--- src/rtl/nibble_serial_add_ctrl.sv ---
// Multi-nibble adder sequencer: drives an external 4-bit adder one nibble per clock, LSB first.
// Optional `OVERFLOW_FLAG_EN adds out_ovf (two's-complement signed overflow of the result).
module nibble_serial_add_ctrl #(
   parameter int NIBBLES = 4,
   localparam int W = 4*NIBBLES
) (
   input  logic         clk,
   input  logic         rst_n,
   input  logic         in_valid,
   output logic         in_ready,
   input  logic [W-1:0] in_a,
   input  logic [W-1:0] in_b,
   input  logic         in_cin,
   output logic         out_valid,
   input  logic         out_ready,
   output logic [W-1:0] out_sum,
   output logic         out_cout,
`ifdef OVERFLOW_FLAG_EN
   output logic         out_ovf,
`endif
   output logic         busy,
   output logic [3:0]   adder_a,
   output logic [3:0]   adder_b,
   output logic         adder_cin,
   input  logic [3:0]   adder_sum,
   input  logic         adder_cout
);

   localparam int IW = (NIBBLES > 1) ? $clog2(NIBBLES) : 1;

   typedef enum logic [1:0] {IDLE, RUN, DONE} state_t;

   state_t                   state, state_nxt;
   logic [NIBBLES-1:0][3:0]  a_lat, b_lat, sum_reg, sum_fin;
   logic [IW-1:0]            idx;
   logic                     carry;
   logic                     last;
   logic [W-1:0]             res_sum;
   logic                     res_cout;

   assign last     = (idx == IW'(NIBBLES-1));
   assign out_sum  = res_sum;
   assign out_cout = res_cout;

   // Working sum with the current nibble merged in; captured whole on the last RUN edge.
   always_comb begin
      sum_fin      = sum_reg;
      sum_fin[idx] = adder_sum;
   end

   always_ff @(posedge clk or negedge rst_n) begin
      if (!rst_n) state <= IDLE;
      else        state <= state_nxt;
   end

   always_comb begin
      state_nxt = state;
      in_ready  = 1'b0;
      out_valid = 1'b0;
      busy      = 1'b0;
      adder_a   = 4'h0;
      adder_b   = 4'h0;
      adder_cin = 1'b0;
      case (state)
         IDLE: begin
            in_ready = 1'b1;
            if (in_valid) state_nxt = RUN;
         end
         RUN: begin
            busy      = 1'b1;
            adder_a   = a_lat[idx];
            adder_b   = b_lat[idx];
            adder_cin = carry;
            if (last) state_nxt = DONE;
         end
         DONE: begin
            busy      = 1'b1;
            out_valid = 1'b1;
            if (out_ready) state_nxt = IDLE;
         end
         default: state_nxt = IDLE;
      endcase
   end

   // Result registers are separate from the working sum so out_sum holds through the next RUN.
   always_ff @(posedge clk or negedge rst_n) begin
      if (!rst_n) begin
         a_lat    <= '0;
         b_lat    <= '0;
         sum_reg  <= '0;
         idx      <= '0;
         carry    <= 1'b0;
         res_sum  <= '0;
         res_cout <= 1'b0;
      end else begin
         case (state)
            IDLE: if (in_valid) begin
               a_lat <= in_a;
               b_lat <= in_b;
               carry <= in_cin;
               idx   <= '0;
            end
            RUN: begin
               sum_reg <= sum_fin;
               carry   <= adder_cout;
               if (last) begin
                  res_sum  <= sum_fin;
                  res_cout <= adder_cout;
               end else begin
                  idx <= idx + IW'(1);
               end
            end
            default: ;
         endcase
      end
   end

`ifdef OVERFLOW_FLAG_EN
   logic res_ovf;
   assign out_ovf = res_ovf;

   // On the last RUN edge adder_sum is the most-significant nibble.
   always_ff @(posedge clk or negedge rst_n) begin
      if (!rst_n)
         res_ovf <= 1'b0;
      else if (state == RUN && last)
         res_ovf <= (a_lat[NIBBLES-1][3] == b_lat[NIBBLES-1][3]) &&
                    (adder_sum[3] != a_lat[NIBBLES-1][3]);
   end
`endif

endmodule
--- config.mk ---
export PLATFORM = sky130hd
export DESIGN_NAME = nibble_serial_add_ctrl
export DESIGN_NICKNAME = d
export VERILOG_FILES = /design/src/rtl/nibble_serial_add_ctrl.sv
export SDC_FILE = /design/constraint.sdc
export NUM_CORES = 1
export LEC_CHECK = 0
export BUFFER_PORTS_ARGS = -buffer_cell sky130_fd_sc_hd__buf_2
export CAP_MARGIN = 20
export CORE_MARGIN = 2
export CORE_UTILIZATION = 50
export CTS_BUF_LIST = sky130_fd_sc_hd__clkbuf_4
export DETAILED_ROUTE_END_ITERATION = 6
export PLACE_DENSITY = 0.73
export SLEW_MARGIN = 20
export SYNTH_ARGS = -nofsm -noshare
export SYNTH_HDL_FRONTEND = slang
export SYNTH_SLANG_ARGS = --single-unit
--- constraint.sdc ---
create_clock -name clk -period 2.4 [get_ports clk]
set_clock_uncertainty 0.05 [all_clocks]
set_input_delay 0.36 -clock clk [delete_from_list [all_inputs] [get_ports clk]]
set_output_delay 0.36 -clock clk [all_outputs]
set_load 0.1 [all_outputs]
==> results.md, run 1 <==
- CTS sink cnt: 66
- Core ar.: 5920 um^2
- Synth cell types: 23
- Setup TNS: 0 ns
- Final setup fails: 0
- Initial antenna violation count: 0
- Die ar.: 6730 um^2
- Placed cell areas: 3480 um^2
- Worst slew pin tran: 0.809 ns
- Diode count: 0
- Clock transition at the registers of the reported paths: 0.10 ns
- Placed wire-length estimate: 3.94 mm
- Post-Layout Cell Count: 385
- Crit path time final: 2.29 ns
- Synthesized net count: 283
- Syn Std Cell Area: 3050 um^2
- Final instance area: 3670 um^2
- Setup slack at placement: 0.376 ns
- Iteration-0 DRC Markers: 83
- First-pass DRT Iterations: 4
- Largest net degree at the start of global routing: 67
- Status: finished clean
- YS warnings: 0
- Post-route ant nets: 0
- Fin worst setup slack: 0.112 ns
- Final period utilization: 95.3%
- I/O pin count: 71
- Reg2Reg Depth: 5
- Syn-to-layout area delta: 20.3%
- DRT Wirelength: 5.56 mm
- Nets@finish: 357
- Critical path class: register to primary output
- Max-slew violations: 0
- Fillers: 499
- Fmax: 437 MHz
- H-tree depth: 3
- Worst-path fanout max: 3
- HP Class: input pin to async pin
- Reg-to-Reg Start: idx[0]
- Final Hold Viols: 0
- Crit end category: primary output
- DRC: 0
- CP startpoint kind: register
- Worst Path Arrival: 1.88 ns
- CTS Buffer Depth: 2
- GP Congestion: 0.706
- Worst-skew pair later-pin latency: 0.40 ns
- Reg2reg setup slack: 0.47 ns
- Yosys reg bits: 66
- Starting density of the core: 51.5%
- Horiz. Die Dim: 82.1 um
- Root Driver: clkbuf_4
- CTS tree: built
- Headroom to the max-slew limit: 46.1%
- Layout cells sized above 1: 47.4%
- Syn avg cell area: 13.1 um^2
- DR vias: 1,986
- Number of global-route vias before repair: 2,061
- Reg-to-reg endpoint: state[1]
- Die Height: 82.1 um
- GRT overflow: 0
- Max cap viols: 0
- Routed vias/inst: 5.16
- First-pass GRT wire length: 9.23 mm
- RSZ-0062 raised after global routing: false
- Part of the Yosys area used for sequential elements: 54.2%
- # port buffers: 70
- Placed insts: 369
- TritonCTS Buffers: 9
- Mapped Cells: 232
- Wire length per cell: 14.4 um
- Req. time, crit path: 1.99 ns
- # rows: 28
- GRT Util Overall: 18.6%
## per-layer routing
layer	vias to the layer above	GRT usage (%)	part of all wire [%]
li1	962	-	-
met1	949	20.9	41
met2	69	32.0	50
met3	6	8.13	7.3
met4	0	5.83	1.2
met5	-	0	0
## how the worst max path moves through the flow
stage	to	startpoint	depth (start not counted)
after floorplan	a_lat[0]	state[0]	5
after global placement	adder_a[0]	idx[0]	4
after detailed placement	adder_a[2]	idx[0]	4
after CTS	adder_b[1]	idx[0]	4
after global routing	adder_a[0]	idx[0]	4
final	adder_a[3]	idx[0]	4
## metrics by stage
stage	hold slack, ns	utilization (%)
floorplan	0.0144	-
global placement	0.406	58.8
detailed placement	0.416	58.8
CTS	0.0904	61.8
global route	0.104	61.9
finish	0.0708	61.9
## cells in the final DEF, fill, tap and decap left out, drive strengths merged
master and instances:
nand2 26, nand3 4, ha 9, a221o 2, inv 9, o22ai 2, dfrtp 66, a21oi 1
mux2 48, and2 9, clkbuf 12, bufinv 2, a222oi 1, mux2i 13, mux4 8, o21ai 14
nor3 2, nand3b 1, buf 77, clkinv 2, nand2b 2
## synth_stat cells
cell type  number  area share, %
dfrtp_1        66             54
mux2_2         46             17
nand2_1        26            3.2
o21ai_0        14            2.3
mux2i_1        13            4.3
and2_1          9            1.8
ha_1            9            3.7
clkbuf_1        8           0.99
inv_1           8           0.99
mux4_2          8            5.9
buf_2           4           0.66
nand3_1         4           0.66
a221o_1         2           0.66
buf_4           2           0.49
mux2_1          2           0.74
nand2b_1        2           0.41
nor3_1          2           0.33
o22ai_1         2           0.41
a21oi_1         1           0.16
a222oi_1        1           0.33
buf_6           1           0.37
inv_2           1           0.12
nand3b_1        1           0.25
## kinds of logic after synthesis
family / share of synthesized area (%)
AO/OA/AOI/OAI: 3.86
adder cells (fa/ha/maj): 3.70
buffers and inverters: 3.61
flip-flops: 54.2
multiplexers: 27.9
AND/OR/NAND/NOR: 6.69
## area by class of cell
type | count | area, um^2 | share of cell area [%]
well taps | 75 | 93.8 | 2.56
flip-flops and latches | 66 | 1650 | 45.1
repair buffers | 78 | 449 | 12.3
clock buffers | 11 | 82.6 | 2.25
inverters | 9 | 33.8 | 0.922
multi-input cells | 142 | 1290 | 35.1
clock inverters | 4 | 67.6 | 1.84
## timing repair
item                                    4_1_cts  5_1_grt
setup buffers                                 1        0
hold buffers                                  0        0
endpoints found under the setup margin        8        4
resized for setup                             7        4
## worst max-delay path, stage by stage, from the launching register on
cell and delay, ns:
dfrtp_1 0.41, buf_4 0.16, mux4_2 0.47, and2_1 0.17, clkbuf_4 0.27
Power of run 1 is left out: the tool's default activity adds up to more than one toggle a clock period on the data nets, which glitch-free logic cannot reach.
==> run 2: changes to the inputs <==
Settings changed: CORE_ASPECT_RATIO from default to 0.75, TNS_END_PERCENT from default to 5.
==> run 2 against run 1 <==
Effect of this change:
- register-to-register slack gained 0.04 ns
- hold slack gained 0.057 ns
- maximum frequency grew 0.41%
- via count grew 0.35%
- sequential share of layout area shrank 0.054 points
- critical path depth is the same
- global-route usage grew 0.31 points
- worst setup slack gained 0.0093 ns
- critical endpoint is now adder_a[0]
- first-iteration DRC count shrank 19%
- die area is essentially flat
- wire length grew 3.2%
==> results.md, run 2 (synthesis results as in run 1) <==
- GP Congestion: 0.703 (-0.40%)
- Diode count: 0 (unchanged)
- CTS tree: built
- Final Hold Viols: 0 (unchanged)
- Reg-to-reg endpoint: state[0]
- H-tree depth: 3 (unchanged)
- Grt met1 use: 25.8% (+5.0 points)
- Layout cells sized above 1: 47.7% (+0.32 points)
- Req. time, crit path: 1.99 ns (about the same)
- Top Usage Layer GRT: met2
- Hold_sp: in_a[2]
- First-pass DRT Iterations: 4 (unchanged)
- Fmax: 439 MHz (+0.41%)
- Post-route ant nets: 0 (unchanged)
- GRT overflow: 0 (unchanged)
- DRC: 0 (unchanged)
- Max cap viols: 0 (unchanged)
- HP Class: input pin to register
- Max-slew violations: 0 (unchanged)
- Status: finished clean
- I/O pin count: 71 (unchanged)
- Most frequent cells in the layout: dfrtp_1, buf_2, mux2_2
- CP startpoint kind: register
- Nets@finish: 356 (-0.28%)
- Largest net degree at the start of global routing: 46 (-31%)
- RSZ-0062 raised after global routing: false
- Reg-to-Reg Start: idx[1]
- Worst Path Arrival: 1.87 ns (about the same)
- Worst Hold Depth: 2
- TritonCTS Buffers: 9 (unchanged)
- Placed wire-length estimate: 3.98 mm (+1.1%)
- Crit end category: primary output
- Headroom to the max-slew limit: 66.1% (+20 points)
- Die ar.: 6740 um^2 (about the same)
- Root Driver: clkbuf_4
- Syn-to-layout area delta: 20.7%
- Crit path time final: 2.28 ns (-0.00925 ns)
- Met3 usage: 8.52% (+0.39 points)
- Reg2reg setup slack: 0.51 ns (+0.04 ns)
- DR vias: 1,993 (+0.35%)
- Clock transition at the registers of the reported paths: 0.11 ns (about the same)
- GRT Util Overall: 18.9% (+0.31 points)
- Reg2Reg Depth: 4 (-1)
- Worst-path fanout max: 8 (+5)
- CTS sink cnt: 66 (unchanged)
- Horiz. Die Dim: 94.1 um (+15%)
- Critical path class: register to primary output
- Final setup fails: 0 (unchanged)
- Number of global-route vias before repair: 1,998 (-3.1%)
- Final period utilization: 95.0% (-0.39 points)
- Setup TNS: 0 ns (unchanged)
- Met2 Use GR: 27.7% (-4.3 points)
- Wire length per cell: 14.8 um (+2.4%)
- # port buffers: 70 (unchanged)
- Initial antenna violation count: 0 (unchanged)
- CTS Buffer Depth: 2 (unchanged)
- Core ar.: 5860 um^2 (-1.1%)
- Die Height: 71.6 um (-13%)
- DRT Wirelength: 5.74 mm (+3.2%)
- Iteration-0 DRC Markers: 67 (-19%)
- Worst Hold Path EP: a_lat[2]
- Worst slew pin tran: 0.509 ns (-0.300 ns)
- Worst-skew pair later-pin latency: 0.40 ns (about the same)
- First-pass GRT wire length: 9.55 mm (+3.5%)
- Starting density of the core: 52.0% (+0.57 points)
- # rows: 24 (-14%)
- Routed vias/inst: 5.14 (-0.42%)
- Most common cell after layout, fill and taps aside: dfrtp_1
## run 2: repair_timing
item | CTS | global route
resized for setup | 6 | 6
hold buffers | 1 | 0
hold endpoints to repair | 21 | 0
setup endpoints to repair | 9 | 6
buffers inserted | 2 | 0
## run 2: worst max-delay path by stage
stage / slack (ns) / from / cells past startpoint / end
finish: 0.12 / idx[0] / 4 / adder_a[0]
global route: 0.04 / idx[0] / 4 / adder_a[0]
CTS: 0.006 / state[1] / 4 / adder_b[0]
detailed placement: 0.22 / idx[0] / 3 / adder_a[3]
global placement: 0.25 / idx[0] / 3 / adder_b[1]
floorplan: 0.1 / state[0] / 5 / a_lat[0]
## run 2: per-layer routing
| metal | share of wire (%) | up-vias |
|---|---|---|
| li1 | - | 960 |
| met4 | 0.84 | 0 |
| met5 | 0 | - |
| met1 | 47 | 975 |
| met2 | 45 | 50 |
| met3 | 6.7 | 8 |
## run 2: stage by stage
stage	worst slack, ns	hold slack, ns	std cells	utilization, %	area [um^2]
global placement	0.248	0.313	369	59.4	3480
floorplan	0.0971	0.0144	232	-	3050
global route	0.0367	0.0866	388	62.8	3680
detailed placement	0.223	0.312	369	59.4	3480
CTS	0.00594	0.101	388	62.4	3650
finish	0.121	0.128	388	62.8	3680
## run 2: cell type report
type	count	area, um^2
fill	488	2180
sequential	66	1650
multi-input combinational	142	1300
timing repair buffer	77	465
tap	78	97.6
clock buffer	9	67.6
clock inverter	7	60.1
inverter	9	33.8
## run 2: worst max-delay path, cell delays in order, from the launching register on
cell and delay, ns:
dfrtp_2 0.40, buf_12 0.14, mux4_2 0.48, and2_1 0.16, clkbuf_4 0.27
Power of run 2 is left out for the same reason.
==> run 3: changes to the inputs <==
Settings changed: CORE_MARGIN 2 to 5.
Clock period 2.4 ns to 2.8 ns, I/O delays scaled along.
==> run 3 against run 2 <==
Effect of this change:
- cell area fell by 0.65%
- core utilization down 0.41 points
- count of clock-buffer cells in the layout up 1
- worst setup slack better by 0.18 ns
- global-route usage fell by 2.1 points
- die area grew 15%
- register-to-register slack better by 0.19 ns
- non-clock buffer count is 2 lower
- critical path depth decreased by 1
- critical endpoint is now adder_b[0]
==> results.md, run 3 (synthesis results as in run 1) <==
- Headroom to the max-slew limit: 64.8% (-1.3 points)
- Fmax: 401 MHz
- Worst path cell trace: mux4_2 > and2_1 > buf_2
- CTS tree: built
- WP buf/inv: 1 (-1)
- Slowest cell delay on critical path: 0.62 ns (+0.14 ns)
- Die Height: 77.6 um (+8.4%)
- I/O pin count: 71 (unchanged)
- Status: finished clean
- Req. time, crit path: 2.33 ns (+0.34 ns)
- Final setup fails: 0 (unchanged)
- # rows: 24 (unchanged)
- Largest net degree at the start of global routing: 33 (-28%)
- Placed wire-length estimate: 4.33 mm (+8.8%)
- Iteration-0 DRC Markers: 120 (+79%)
- Starting density of the core: 52.0% (unchanged)
- Crit path time final: 2.50 ns
- GP Congestion: 0.732 (+4.0%)
- DR vias: 1,977 (-0.80%)
- H-tree depth: 3 (unchanged)
- Diode count: 0 (unchanged)
- RSZ-0062 raised after global routing: false
- Most frequent cells in the layout: buf_2, dfrtp_1, mux2_2
- Wire length per cell: 15.5 um (+4.7%)
- Crit end category: primary output
- First-pass DRT Iterations: 4 (unchanged)
- Horiz. Die Dim: 100 um (+6.4%)
- Max cap viols: 0 (unchanged)
- GRT Util Overall: 16.9% (-2.1 points)
- Delay-heaviest family, CP: flip-flops
- Critical path class: register to primary output
- Number of global-route vias before repair: 2,068 (+3.5%)
- Most common cell after layout, fill and taps aside: buf_2
- Slowest stage cell, crit path: dfrtp_2
- Max-slew violations: 0 (unchanged)
- Worst-path fanout max: 13 (+5)
- TritonCTS Buffers: 9 (unchanged)
- HP Class: input pin to register
- Worst-skew pair later-pin latency: 0.41 ns (about the same)
- CTS Buffer Depth: 2 (unchanged)
- Core ar.: 5860 um^2 (unchanged)
- Final period utilization: 89.1%
- First-pass GRT wire length: 10.2 mm (+6.7%)
- Worst slew pin tran: 0.528 ns (+0.0190 ns)
- GRT overflow: 0 (unchanged)
- Post-route ant nets: 0 (unchanged)
- CP startpoint kind: register
- Nets@finish: 354 (-0.56%)
- Syn-to-layout area delta: 19.9%
- Final Hold Viols: 0 (unchanged)
- Layout cells sized above 1: 47.7% (about the same)
- Worst Path Arrival: 2.03 ns (+0.16 ns)
- CTS sink cnt: 66 (unchanged)
- DRC: 0 (unchanged)
- Routed vias/inst: 5.12 (-0.29%)
- # port buffers: 70 (unchanged)
- DRT Wirelength: 5.98 mm (+4.2%)
- Final Util: 62.4% (-0.41 points)
- Root Driver: clkbuf_4
- Die ar.: 7770 um^2 (+15%)
- Initial antenna violation count: 0 (unchanged)
- Fillers: 470 (-3.7%)
- Clock transition at the registers of the reported paths: 0.11 ns (about the same)
- Setup TNS: 0 ns (unchanged)
run 3: what timing repair did:
action | 4_1_cts | 5_1_grt
gates resized for setup | 0 | 2
hold endpoints to repair | 13 | 0
endpoints found under the setup margin | 0 | 8
buffers inserted | 0 | 0
hold buffers | 1 | 0
run 3: metrics by stage:
stage / instances / hold WS (ns) / area, um^2 / setup slack, ns
after global placement: 369 / 0.280 / 3450 / 0.508
after floorplan: 232 / 0.0744 / 3050 / 0.497
final: 386 / 0.184 / 3650 / 0.305
after CTS: 386 / 0.149 / 3650 / 0.0169
after detailed placement: 369 / 0.283 / 3450 / 0.483
after global routing: 386 / 0.134 / 3650 / 0.177
run 3: final timing paths:
check | slack [ns] | end | start | cells after the start
min in group asynchronous | 0.38 | a_lat[3] | rst_n | 2
min reg2reg | 0.43 | out_sum[5] | out_sum[5] | 2
max reg2reg | 0.70 | state[0] | idx[1] | 4
max in group asynchronous | 1.62 | out_sum[9] | rst_n | 3
min | 0.18 | a_lat[15] | in_a[15] | 2
max | 0.30 | adder_b[0] | idx[0] | 3
run 3: area by class of cell:
cell class                      instances  area, um^2  share of cell area, %
Timing Repair Buffer                   75         390                   10.7
Sequential cell                        66        1650                   45.3
Multi-Input combinational cell        142        1290                   35.3
Clock buffer                           10        75.1                   2.06
Tap cell                               78        97.6                   2.67
Clock inverter                          6         115                   3.15
Inverter                                9        33.8                  0.925
run 3: layer usage:
metal | global-route usage (%) | vias up | part of all wire [%]
met2 | 24.5 | 53 | 46
met5 | 0 | - | 0
met4 | 4.04 | 0 | 0.95
met1 | 23.0 | 955 | 45
met3 | 7.97 | 6 | 8.1
li1 | - | 963 | -
Power of run 3 is left out for the same reason.
